[src/rtl/cdb_arbiter_pkg.sv]
// Shared definitions for the common data bus arbiter: source indices,
// FU opcode enum, result packet and CDB broadcast types, and the
// default sizing of the age-priority counters.
package cdb_arbiter_pkg;

  localparam int XLEN        = 32;
  localparam int TAG_SIZE    = 6;

  // Result sources; lower index wins under fixed priority.
  localparam int CDB_NUM_SRC  = 5;
  localparam int CDB_SRC_LS    = 0;
  localparam int CDB_SRC_MULT0 = 1;
  localparam int CDB_SRC_MULT1 = 2;
  localparam int CDB_SRC_ALU   = 3;
  localparam int CDB_SRC_BR    = 4;

  // Starvation threshold and counter width for the age-priority build.
  localparam int CDB_AGE_LIMIT = 4;
  localparam int CDB_AGE_W     = 3;

  // Functional-unit identifier carried on the CDB; zero means "no FU".
  typedef enum logic [2:0] {
    NONE_FU  = 3'd0,
    LS_FU    = 3'd1,
    MULT0_FU = 3'd2,
    MULT1_FU = 3'd3,
    ALU_FU   = 3'd4,
    BR_FU    = 3'd5
  } fu_opcode_e;

  // Fields of the execute-stage result that the CDB consumes.
  typedef struct packed {
    logic [XLEN-1:0] alu_result;
    logic            take_branch;
  } EX_MEM_PACKET;

  // Registered broadcast seen by the RS, ROB and map table.
  typedef struct packed {
    logic                valid;
    logic                clear;
    fu_opcode_e          fu_opcode;
    logic                branch_taken;
    logic [TAG_SIZE-1:0] tag;
    logic [XLEN-1:0]     value;
  } CDB_OUTPUT;

  // Maps a source index to the opcode reported on the bus.
  function automatic fu_opcode_e src_opcode(input int idx);
    case (idx)
      CDB_SRC_LS:    src_opcode = LS_FU;
      CDB_SRC_MULT0: src_opcode = MULT0_FU;
      CDB_SRC_MULT1: src_opcode = MULT1_FU;
      CDB_SRC_ALU:   src_opcode = ALU_FU;
      CDB_SRC_BR:    src_opcode = BR_FU;
      default:       src_opcode = NONE_FU;
    endcase
  endfunction

endpackage

[src/rtl/cdb_arbiter_if.sv]
// Bundle between the functional units (master) and the CDB arbiter
// (slave): per-source valid/ready handshake with tag and result packet,
// the mispredict squash, and the registered broadcast with its grant.
interface cdb_arbiter_if
  import cdb_arbiter_pkg::*;
#(
  parameter int NUM_SRC = CDB_NUM_SRC
) ();

  logic                               squash;
  logic [NUM_SRC-1:0]                 src_valid;
  logic [NUM_SRC-1:0][TAG_SIZE-1:0]   src_tag;
  EX_MEM_PACKET [NUM_SRC-1:0]         src_packet;
  logic [NUM_SRC-1:0]                 src_ready;
  logic [NUM_SRC-1:0]                 grant;
  CDB_OUTPUT                          cdb_out;

  // Functional-unit side: offers results, watches ready and the broadcast.
  modport master (
    output squash,
    output src_valid,
    output src_tag,
    output src_packet,
    input  src_ready,
    input  grant,
    input  cdb_out
  );

  // Arbiter side.
  modport slave (
    input  squash,
    input  src_valid,
    input  src_tag,
    input  src_packet,
    output src_ready,
    output grant,
    output cdb_out
  );

endinterface

[src/rtl/cdb_prio_picker.sv]
// Combinational fixed-priority picker: returns a one-hot of the lowest
// set bit of req, plus a flag that any request is present.
module cdb_prio_picker #(
  parameter int WIDTH = 5
) (
  input  logic [WIDTH-1:0] req,
  output logic [WIDTH-1:0] pick,
  output logic             any
);

  // Two's-complement trick isolates the lowest set bit (index 0 wins).
  assign pick = req & (~req + WIDTH'(1));
  assign any  = |req;

endmodule

[src/rtl/cdb_arbiter.sv]
// Single common data bus arbiter. Each of the five FU result ports owns a
// one-entry hold slot with a valid/ready handshake; one held entry per
// cycle is picked and broadcast on the registered cdb_out.
// Optional feature: define CDB_AGE_PRIO_EN to add per-source age counters
// so an entry that keeps losing eventually beats fixed priority.
module cdb_arbiter
  import cdb_arbiter_pkg::*;
#(
  parameter int NUM_SRC   = CDB_NUM_SRC,
  parameter int AGE_LIMIT = CDB_AGE_LIMIT,
  parameter int AGE_W     = CDB_AGE_W
) (
  input  logic          clock,
  input  logic          reset,
  cdb_arbiter_if.slave  bus
);

  // Hold slots.
  logic [NUM_SRC-1:0]               hold_valid;
  logic [NUM_SRC-1:0][TAG_SIZE-1:0] hold_tag;
  logic [XLEN-1:0]                  hold_value [NUM_SRC];
  logic [NUM_SRC-1:0]               hold_take;

  // Arbitration.
  logic [NUM_SRC-1:0] base_pick;
  logic               base_any;
  logic [NUM_SRC-1:0] pick;
  logic [NUM_SRC-1:0] ready;
  logic [NUM_SRC-1:0] accept;

  // Broadcast registers.
  CDB_OUTPUT          cdb_next;
  CDB_OUTPUT          cdb_q;
  logic [NUM_SRC-1:0] grant_q;

  cdb_prio_picker #(.WIDTH(NUM_SRC)) u_base_picker (
    .req  (hold_valid),
    .pick (base_pick),
    .any  (base_any)
  );

`ifdef CDB_AGE_PRIO_EN
  logic [AGE_W-1:0]   age [NUM_SRC];
  logic [NUM_SRC-1:0] starved;
  logic [NUM_SRC-1:0] starved_pick;
  logic               starved_any;

  // A held entry that has lost AGE_LIMIT times is starved.
  always_comb begin
    starved = '0;
    for (int i = 0; i < NUM_SRC; i++) begin
      starved[i] = hold_valid[i] && (age[i] >= AGE_W'(AGE_LIMIT));
    end
  end

  cdb_prio_picker #(.WIDTH(NUM_SRC)) u_starved_picker (
    .req  (starved),
    .pick (starved_pick),
    .any  (starved_any)
  );

  // Starved sources beat everyone; ties among them fall back to index order.
  assign pick = starved_any ? starved_pick : base_pick;

  // Age counts consecutive losses while held; any slot event restarts it.
  always_ff @(posedge clock) begin
    if (reset || bus.squash) begin
      for (int i = 0; i < NUM_SRC; i++) age[i] <= '0;
    end else begin
      for (int i = 0; i < NUM_SRC; i++) begin
        if (accept[i] || pick[i]) begin
          age[i] <= '0;
        end else if (hold_valid[i] && (age[i] < AGE_W'(AGE_LIMIT))) begin
          age[i] <= age[i] + AGE_W'(1);
        end
      end
    end
  end
`else
  assign pick = base_pick;
`endif

  // A slot is free when empty or when its entry leaves this cycle; squash
  // opens every slot so stalled FUs drain their (dropped) results.
  assign ready  = bus.squash ? '1 : (~hold_valid | pick);
  assign accept = bus.src_valid & ready & {NUM_SRC{~bus.squash}};

  // Build the broadcast for the picked slot; an idle bus is all zeros.
  // NOTE: every always_comb output gets a default first so no path leaves it unassigned and infers a latch.
  always_comb begin
    cdb_next = '0;
    if (base_any) begin
      for (int i = 0; i < NUM_SRC; i++) begin
        if (pick[i]) begin
          cdb_next.valid        = 1'b1;
          cdb_next.clear        = 1'b1;
          cdb_next.fu_opcode    = src_opcode(i);
          cdb_next.branch_taken = hold_take[i] && (i == CDB_SRC_BR);
          cdb_next.tag          = hold_tag[i];
          cdb_next.value        = hold_value[i];
        end
      end
    end
  end

  // Slot occupancy and broadcast registers; reset dominates squash.
  // NOTE: sequential state uses non-blocking assignments so every register samples pre-edge values.
  always_ff @(posedge clock) begin
    if (reset || bus.squash) begin
      hold_valid <= '0;
      grant_q    <= '0;
      cdb_q      <= '0;
    end else begin
      hold_valid <= (hold_valid & ~pick) | accept;
      grant_q    <= pick;
      cdb_q      <= cdb_next;
    end
  end

  // Payload capture on every accepted transfer.
  // NOTE: payload storage has no reset; hold_valid alone qualifies its contents.
  always_ff @(posedge clock) begin
    for (int i = 0; i < NUM_SRC; i++) begin
      if (accept[i]) begin
        hold_tag[i]   <= bus.src_tag[i];
        hold_value[i] <= bus.src_packet[i].alu_result;
        hold_take[i]  <= bus.src_packet[i].take_branch;
      end
    end
  end

  assign bus.src_ready = ready;
  assign bus.grant     = grant_q;
  assign bus.cdb_out   = cdb_q;

endmodule
[src/flat_wrapper.sv]
// flat-port wrapper written by rule: the top's interface ports become plain ports
module cdb_arbiter_flat import cdb_arbiter_pkg::*;
#(
  parameter int NUM_SRC   = CDB_NUM_SRC,
  parameter int AGE_LIMIT = CDB_AGE_LIMIT,
  parameter int AGE_W     = CDB_AGE_W
)
  (clock, reset, bus_squash, bus_src_valid, bus_src_tag, bus_src_packet, bus_src_ready, bus_grant, bus_cdb_out);
  cdb_arbiter_if #(.NUM_SRC(NUM_SRC)) bus_i ();
  input  logic clock;
  input  logic reset;
  input wire logic [$bits(bus_i.squash)-1:0] bus_squash;
  input wire logic [$bits(bus_i.src_valid)-1:0] bus_src_valid;
  input wire logic [$bits(bus_i.src_tag)-1:0] bus_src_tag;
  input wire logic [$bits(bus_i.src_packet)-1:0] bus_src_packet;
  output wire logic [$bits(bus_i.src_ready)-1:0] bus_src_ready;
  output wire logic [$bits(bus_i.grant)-1:0] bus_grant;
  output wire logic [$bits(bus_i.cdb_out)-1:0] bus_cdb_out;
  assign bus_i.squash = bus_squash;
  assign bus_i.src_valid = bus_src_valid;
  assign bus_i.src_tag = bus_src_tag;
  assign bus_i.src_packet = bus_src_packet;
  assign bus_src_ready = bus_i.src_ready;
  assign bus_grant = bus_i.grant;
  assign bus_cdb_out = bus_i.cdb_out;
  cdb_arbiter #(.NUM_SRC(NUM_SRC), .AGE_LIMIT(AGE_LIMIT), .AGE_W(AGE_W)) u_core (.clock(clock), .reset(reset), .bus(bus_i));
endmodule
[config.mk]
export PLATFORM = sky130hd
export DESIGN_NAME = cdb_arbiter_flat
export DESIGN_NICKNAME = d
export VERILOG_FILES = /design/src/rtl/cdb_arbiter_pkg.sv /design/src/rtl/cdb_arbiter_if.sv /design/src/rtl/cdb_prio_picker.sv /design/src/rtl/cdb_arbiter.sv /design/src/flat_wrapper.sv
export SDC_FILE = /design/constraint.sdc
export NUM_CORES = 1
export LEC_CHECK = 0
export ABC_CLOCK_PERIOD_IN_PS = 5100
export BUFFER_PORTS_ARGS = -buffer_cell sky130_fd_sc_hd__buf_4
export CAP_MARGIN = 20
export CORE_MARGIN = 8
export CORE_UTILIZATION = 40
export CTS_CLUSTER_SIZE = 40
export DETAILED_ROUTE_END_ITERATION = 8
export PLACE_DENSITY = 0.59
export SYNTH_ARGS = -nofsm -noshare
export SYNTH_HDL_FRONTEND = slang
export SYNTH_SLANG_ARGS = --single-unit
[constraint.sdc]
create_clock -name clock -period 5.1 [get_ports clock]
set_input_delay 0.765 -clock clock [delete_from_list [all_inputs] [get_ports clock]]
set_output_delay 0.765 -clock clock [all_outputs]
set_load 0.02 [all_outputs]
==> results of run 1 <==
[final timing paths]
path	from	end	slack, ns	cells past startpoint
min reg2reg	u_core.hold_take[4]$_DFFE_PP_	u_core.bus.cdb_out[38]$_SDFF_PP0_	0.45	1
min	bus_src_packet[42]	u_core.hold_value[0][40]$_DFFE_PP_	0.41	1
max reg2reg	u_core.hold_valid[1]$_SDFF_PP0_	u_core.hold_value[0][156]$_DFFE_PP_	2.34	3
max	u_core.hold_valid[0]$_SDFF_PP0_	bus_src_ready[2]	2.10	4
[metal layers]
| layer | vias up | wire length, um | share of wire |
|---|---|---|---|
| li1 | 2993 | - | - |
| met2 | 242 | 14300 | 0.50 |
| met4 | 0 | 505 | 0.018 |
| met3 | 37 | 1710 | 0.060 |
| met1 | 3220 | 11900 | 0.42 |
| met5 | - | 0 | 0 |
[worst reg2reg max path, stage by stage (launching register included)]
cell and delay, ns:
dfxtp_2 0.32, or4_4 0.87, a21oi_4 0.76, buf_4 0.47
[registers in the layout, indices dropped and copies added, names as in the netlist]
name / count
u_core.bus.cdb_out: 43
u_core.hold_take: 1
u_core.hold_valid: 5
u_core.hold_tag: 30
u_core.bus.grant: 5
u_core.hold_value: 160
[logic make-up after synthesis]
family,count (synthesis)
AO/OA/AOI/OAI,123
buffers and inverters,62
flip-flops,244
multiplexers,110
other,1
AND/OR/NAND/NOR,111
[cell usage in the layout, fill, tap and decap left out, drive strengths merged, types with 3 or more instances in the layout]
cell,instances
clkbuf,41
nand2b,5
nor2,6
edfxtp,191
a2111oi,36
nand3b,6
dfxtp,53
mux2i,36
buf,266
mux2,74
and2,38
nand2,42
nor3,3
nor2b,3
a211oi,36
a22oi,36
a21oi,9
clkinv,8
[per-stage QoR]
step                power [W]  setup slack [ns]  instances   util
global route          0.00478              2.01       1238  0.525
CTS                   0.00468              2.08       1237  0.524
finish                0.00462              2.10       1238  0.525
global placement      0.00275              2.18       1186  0.488
floorplan             0.00254              1.52        651      -
detailed placement    0.00276              2.17       1186  0.488
[cell type report]
| cell class | instances | area share |
|---|---|---|
| clock buffer | 41 | 0.0619 |
| clock inverter | 10 | 0.00554 |
| inverter | 2 | 0.000573 |
| multi-input combinational | 345 | 0.227 |
| sequential | 244 | 0.519 |
| tap | 330 | 0.0315 |
| timing repair buffer | 266 | 0.154 |
[power by group]
group	switching [W]	internal [W]	leakage [nW]	total, W
Clock	0.000768	0.00114	0.432	0.00191
Sequential	0.0000299	0.00225	2.22	0.00228
Combinational	0.000238	0.000201	2.19	0.000439
Total	0.00104	0.00359	4.84	0.00462
==> flow_metrics.py, run 1 <==
metrics = {
    "setup_path": {
        "critPathRequiredTime_ns": 4.34,
        "cp-start-kind": "flop",
        "worst-path-buf-inv": 2,
        "critPathArrivalTime_ns": 2.24,
        "max_stage_delay_ns": 0.68,
        "slowest_stage": "buf_4",
        "worstSetupPathType": "reg2out",
        "path_common_cell": "buf_4",
        "cp_top_family": "buffers and inverters",
        "critPathMaxFanout": 50,
        "crit_path_end_kind": "primary output",
        "crit_path_cell_trace": "buf_4, or2_2, nand3b_1, buf_4",
    },
    "timing": {
        "fin_setup_tns_ns": 0,
        "finalMaxSlewViolations": 0,
        "fin_skew_ns": 0.0118,
        "timing.final.crit_share": 0.588,
        "relSlewSlack": 0.320,
        "whs_ns": 0.409,
        "fmax_mhz": 333,
        "rsz0062_at_grt": "false",
        "setup_viol_count_final": 0,
        "hold_violations": 0,
        "worst_slew_pin_slew_ns": 1.02,
        "min_period_ns": 3.00,
    },
    "logic_synthesis": {
        "yosys.area.top_type": "edfxtp_1",
        "ys_ff_latch": 244,
        "synth_compound_area_frac": 0.109,
        "synth_edf_count": 191,
        "muxShareOfSynthArea": 0.118,
        "synth.most_common_cell": "edfxtp_1",
        "dominantRegCellSynth": "edfxtp_1",
        "synth-seq-area-share": 0.675,
        "synth_simple_gate_area_frac": 0.0600,
        "synth_commonest_cells": "edfxtp_1, mux2_1, dfxtp_1",
        "synthAdderAreaFrac": 0,
        "netlist_instances": 651,
        "ys_async_sr_fraction": 0,
        "synth_top_family_by_area": "multiplexers",
        "syn_nets": 854,
        "synth_area_leaders": "edfxtp_1, dfxtp_1, mux2_1",
        "syn_area_um2": 10100,
        "synth.distinct_cells": 39,
        "synth_top_area_frac": 0.569,
        "synth_xor_xnor_area_share": 0,
        "avgSynthCellArea_um2": 15.5,
        "yosysWarnings": 0,
    },
    "clock_tree": {
        "clk_latency_ns": 0.53,
        "clock_path_buffers": 3,
        "clock_sinks": 244,
        "root_buffer": "clkbuf_16",
        "htreeDepth": 1,
        "cts_tree": "built",
        "postCtsSetupBuffers": 0,
        "numCtsBuffers": 28,
        "cts_hold_buf": 0,
        "cts-resized-gates": 0,
        "clkTransAtPathRegs_ns": 0.06,
    },
    "layout": {
        "drive_gt1_frac": 0.406,
        "multiInputGateArea_um2": 2980,
        "seqCellArea_um2": 6810,
        "fin_nets": 1090,
        "synthToLayoutAreaGrowth_pct": 30.0,
        "fillers": 2134,
        "diodes": 0,
        "stdcell_area_um2": 13100,
    },
    "route": {
        "viasPerCell": 5.24,
        "antenna_left": 0,
        "drc": 0,
        "drt_iter0_markers": 416,
        "drt_wl_total_mm": 28.3,
        "wl_per_cell_um": 22.9,
        "num_vias": 6492,
        "first_pass_iters": 4,
    },
    "global_routing": {
        "grt_util_met3": 0.0365,
        "grt_pass1_vias": 7152,
        "grt_max_degree": 82,
        "grt-busiest-layer": "met2",
        "grtUsageMet1": 0.221,
        "grt_pass1_wl_mm": 41.9,
        "grt.total_usage": 0.176,
        "antenna_found_initial": 0,
        "grt_remaining_overflow": 0,
        "use_met2": 0.304,
    },
    "power_and_ir_drop": {
        "power.leakage_nw": 4.84,
        "peakVddDrop_v": 0.000180,
        "cellPowerDensity_nw_per_um2": 353,
    },
    "floorplanning": {
        "coreArea_um2": 25000,
        "dieArea_um2": 30500,
        "rows": 58,
        "ioPinCount": 257,
        "fp.dieW_um": 175,
        "start_util": 0.404,
        "dieHeight_um": 175,
    },
    "flow_run": {
        "maxCapViolCount": 0,
    },
    "status": {
        "status": "finished clean",
    },
    "placement": {
        "io_buffer_count": 251,
        "place_area_um2": 12200,
        "dp_hpwl_mm": 18.2,
        "gp_congestion": 0.776,
    },
    "min_path": {
        "worstHoldPathType": "in2reg",
    },
}
No activity file was read; power rests on OpenSTA's default activity.
==> run 2, diff against run 1 <==
--- a/config.mk
+++ b/config.mk
@@ -5,7 +5,7 @@
 export SDC_FILE = /design/constraint.sdc
 export NUM_CORES = 1
 export LEC_CHECK = 0
-export ABC_CLOCK_PERIOD_IN_PS = 5100
+export ABC_CLOCK_PERIOD_IN_PS = 3100
 export BUFFER_PORTS_ARGS = -buffer_cell sky130_fd_sc_hd__buf_4
 export CAP_MARGIN = 20
 export CORE_MARGIN = 8
==> constraint.sdc (replaced) <==
create_clock -name clock -period 3.1 [get_ports clock]
set_input_delay 0.465 -clock clock [delete_from_list [all_inputs] [get_ports clock]]
set_output_delay 0.465 -clock clock [all_outputs]
set_load 0.02 [all_outputs]
==> run 2 against run 1 <==
Combinational power increased by 62%. Register-to-register slack got worse by 1.6 ns. First-iteration DRC count decreased by 14%. Sequential power increased by 65%. Sequential share of layout area decreased by 0.24 points. Highest routed layer unchanged. Critical path depth unchanged. Via count decreased by 1.4%. Wire length decreased by 0.40%. Worst hold slack got worse by 0.30 ns. Core utilization increased by 0.25 points. Power increased by 64%. Cell count increased by 0.65%.
==> flow_metrics.py, run 2 (synthesis gave the netlist of run 1 again) <==
metrics = {
    "status": {
        "status": "finished clean",
    },
    "clock_tree": {
        "numCtsBuffers": 27,
        "postCtsSetupBuffers": 0,
        "cts_hold_buf": 0,
        "htreeDepth": 1,
        "clk_latency_ns": 0.53,
        "root_buffer": "clkbuf_16",
        "clock_sinks": 244,
        "cts_tree": "built",
        "clkTransAtPathRegs_ns": 0.06,
        "cts-resized-gates": 0,
        "clock_path_buffers": 3,
    },
    "timing": {
        "worst_slew_pin_slew_ns": 0.906,
        "finalMaxSlewViolations": 0,
        "relSlewSlack": 0.396,
        "rsz0062_at_grt": "false",
        "fin_setup_tns_ns": 0,
        "min_period_ns": 2.78,
        "hold_violations": 0,
        "fmax_mhz": 359,
        "setup_viol_count_final": 0,
        "timing.final.crit_share": 0.898,
        "fin_skew_ns": 0.00810,
    },
    "layout": {
        "final_util": 0.527,
        "synthToLayoutAreaGrowth_pct": 30.6,
        "top_register": "u_core.hold_value",
        "fin_nets": 1097,
        "layout_commonest_cell": "buf_4",
        "largest_reg_flops": 160,
        "final_cell_mix": "buf_4, edfxtp_1, mux2_1",
        "instances_no_fill": 1246,
        "fillers": 2120,
        "drive_gt1_frac": 0.416,
    },
    "route": {
        "wl_per_cell_um": 22.7,
        "viasPerCell": 5.14,
        "first_pass_iters": 5,
        "drt_wl_total_mm": 28.2,
        "antenna_left": 0,
        "drt_iter0_markers": 357,
        "num_vias": 6401,
        "drc": 0,
    },
    "setup_path": {
        "critPathArrivalTime_ns": 2.32,
        "critPathMaxFanout": 33,
        "critPathRequiredTime_ns": 2.63,
        "cp-start-kind": "flop",
        "crit_path_end_kind": "primary output",
        "worstSetupPathType": "reg2out",
    },
    "min_path": {
        "worstHoldPathType": "in2reg",
    },
    "power_and_ir_drop": {
        "power.leakage_nw": 4.90,
        "peakVddDrop_v": 0.000312,
        "cellPowerDensity_nw_per_um2": 578,
    },
    "placement": {
        "io_buffer_count": 251,
        "dp_hpwl_mm": 19.2,
        "dp.cells": 1195,
        "gp_congestion": 0.793,
    },
    "floorplanning": {
        "start_util": 0.404,
        "dieArea_um2": 30500,
        "rows": 58,
        "ioPinCount": 257,
        "fp.dieW_um": 175,
        "coreArea_um2": 25000,
        "dieHeight_um": 175,
    },
    "global_routing": {
        "antenna_found_initial": 1,
        "grt_pass1_vias": 7210,
        "grt.total_usage": 0.180,
        "grt_max_degree": 47,
        "grt_remaining_overflow": 0,
        "grt_pass1_wl_mm": 42.7,
    },
    "flow_run": {
        "maxCapViolCount": 0,
    },
}
## run 2: cell count changes in the layout (fill, tap and decap cells not counted)
cell        change
buf_12          +1
clkbuf_8        +5
clkinv_2        +1
clkbuf_1        -3
buf_16          -1
clkinv_1        -2
buf_4           +8
clkbuf_16       -2
clkinvlp_4      -1
diode_2         +1
inv_6           +1
## run 2: stage by stage
stage	power (W)	instance area [um^2]	hold WS, ns	setup WS (ns)
after global routing	0.00787	13200	0.0811	0.187
after CTS	0.00769	13200	0.0883	0.263
after global placement	0.00453	12300	0.428	0.808
after detailed placement	0.00455	12300	0.442	0.731
final	0.00760	13200	0.114	0.316
after floorplan	0.00418	10100	0.420	0.313
## run 2: worst max-delay path: stages (launching register included)
cell	delay [ns]
dfxtp_2	0.67
buf_4	0.55
or3_1	0.30
nand3b_1	0.10
buf_4	0.17
## run 2: final cells by class
| type | count | area (um^2) | share of cell area |
|---|---|---|---|
| Tap cell | 330 | 413 | 0.0314 |
| Inverter | 2 | 7.51 | 0.000570 |
| Antenna cell | 1 | 2.50 | 0.000190 |
| Clock buffer | 41 | 818 | 0.0622 |
| Timing Repair Buffer | 274 | 2070 | 0.157 |
| Sequential cell | 244 | 6810 | 0.517 |
| Multi-Input combinational cell | 345 | 2980 | 0.226 |
| Clock inverter | 9 | 71.3 | 0.00542 |
## run 2: path summary, 6_finish.rpt
kind | start | end | cells after the start | slack [ns]
worst max-delay path | u_core.hold_valid[1]$_SDFF_PP0_ | bus_src_ready[3] | 4 | 0.32
worst min-delay path | bus_src_packet[74] | u_core.hold_value[0][71]$_DFFE_PP_ | 1 | 0.11
worst max register to register | u_core.hold_valid[3]$_SDFF_PP0_ | u_core.bus.cdb_out[29]$_SDFF_PP0_ | 4 | 0.71
worst min register to register | u_core.hold_take[4]$_DFFE_PP_ | u_core.bus.cdb_out[38]$_SDFF_PP0_ | 1 | 0.46
## run 2: metal layers
layer | vias to the layer above | global-route usage | routed length, um
met2 | 219 | 0.312 | 14300
li1 | 3002 | - | -
met3 | 35 | 0.0389 | 1680
met4 | 0 | 0.0505 | 505
met1 | 3145 | 0.222 | 11700
met5 | - | 0 | 0
## run 2: report_power, final
part,internal (W),switching (W),leakage [nW]
sequential,0.00369,0.0000683,2.22
clock,0.00189,0.00124,0.445
combinational,0.000338,0.000374,2.23
total,0.00592,0.00168,4.90
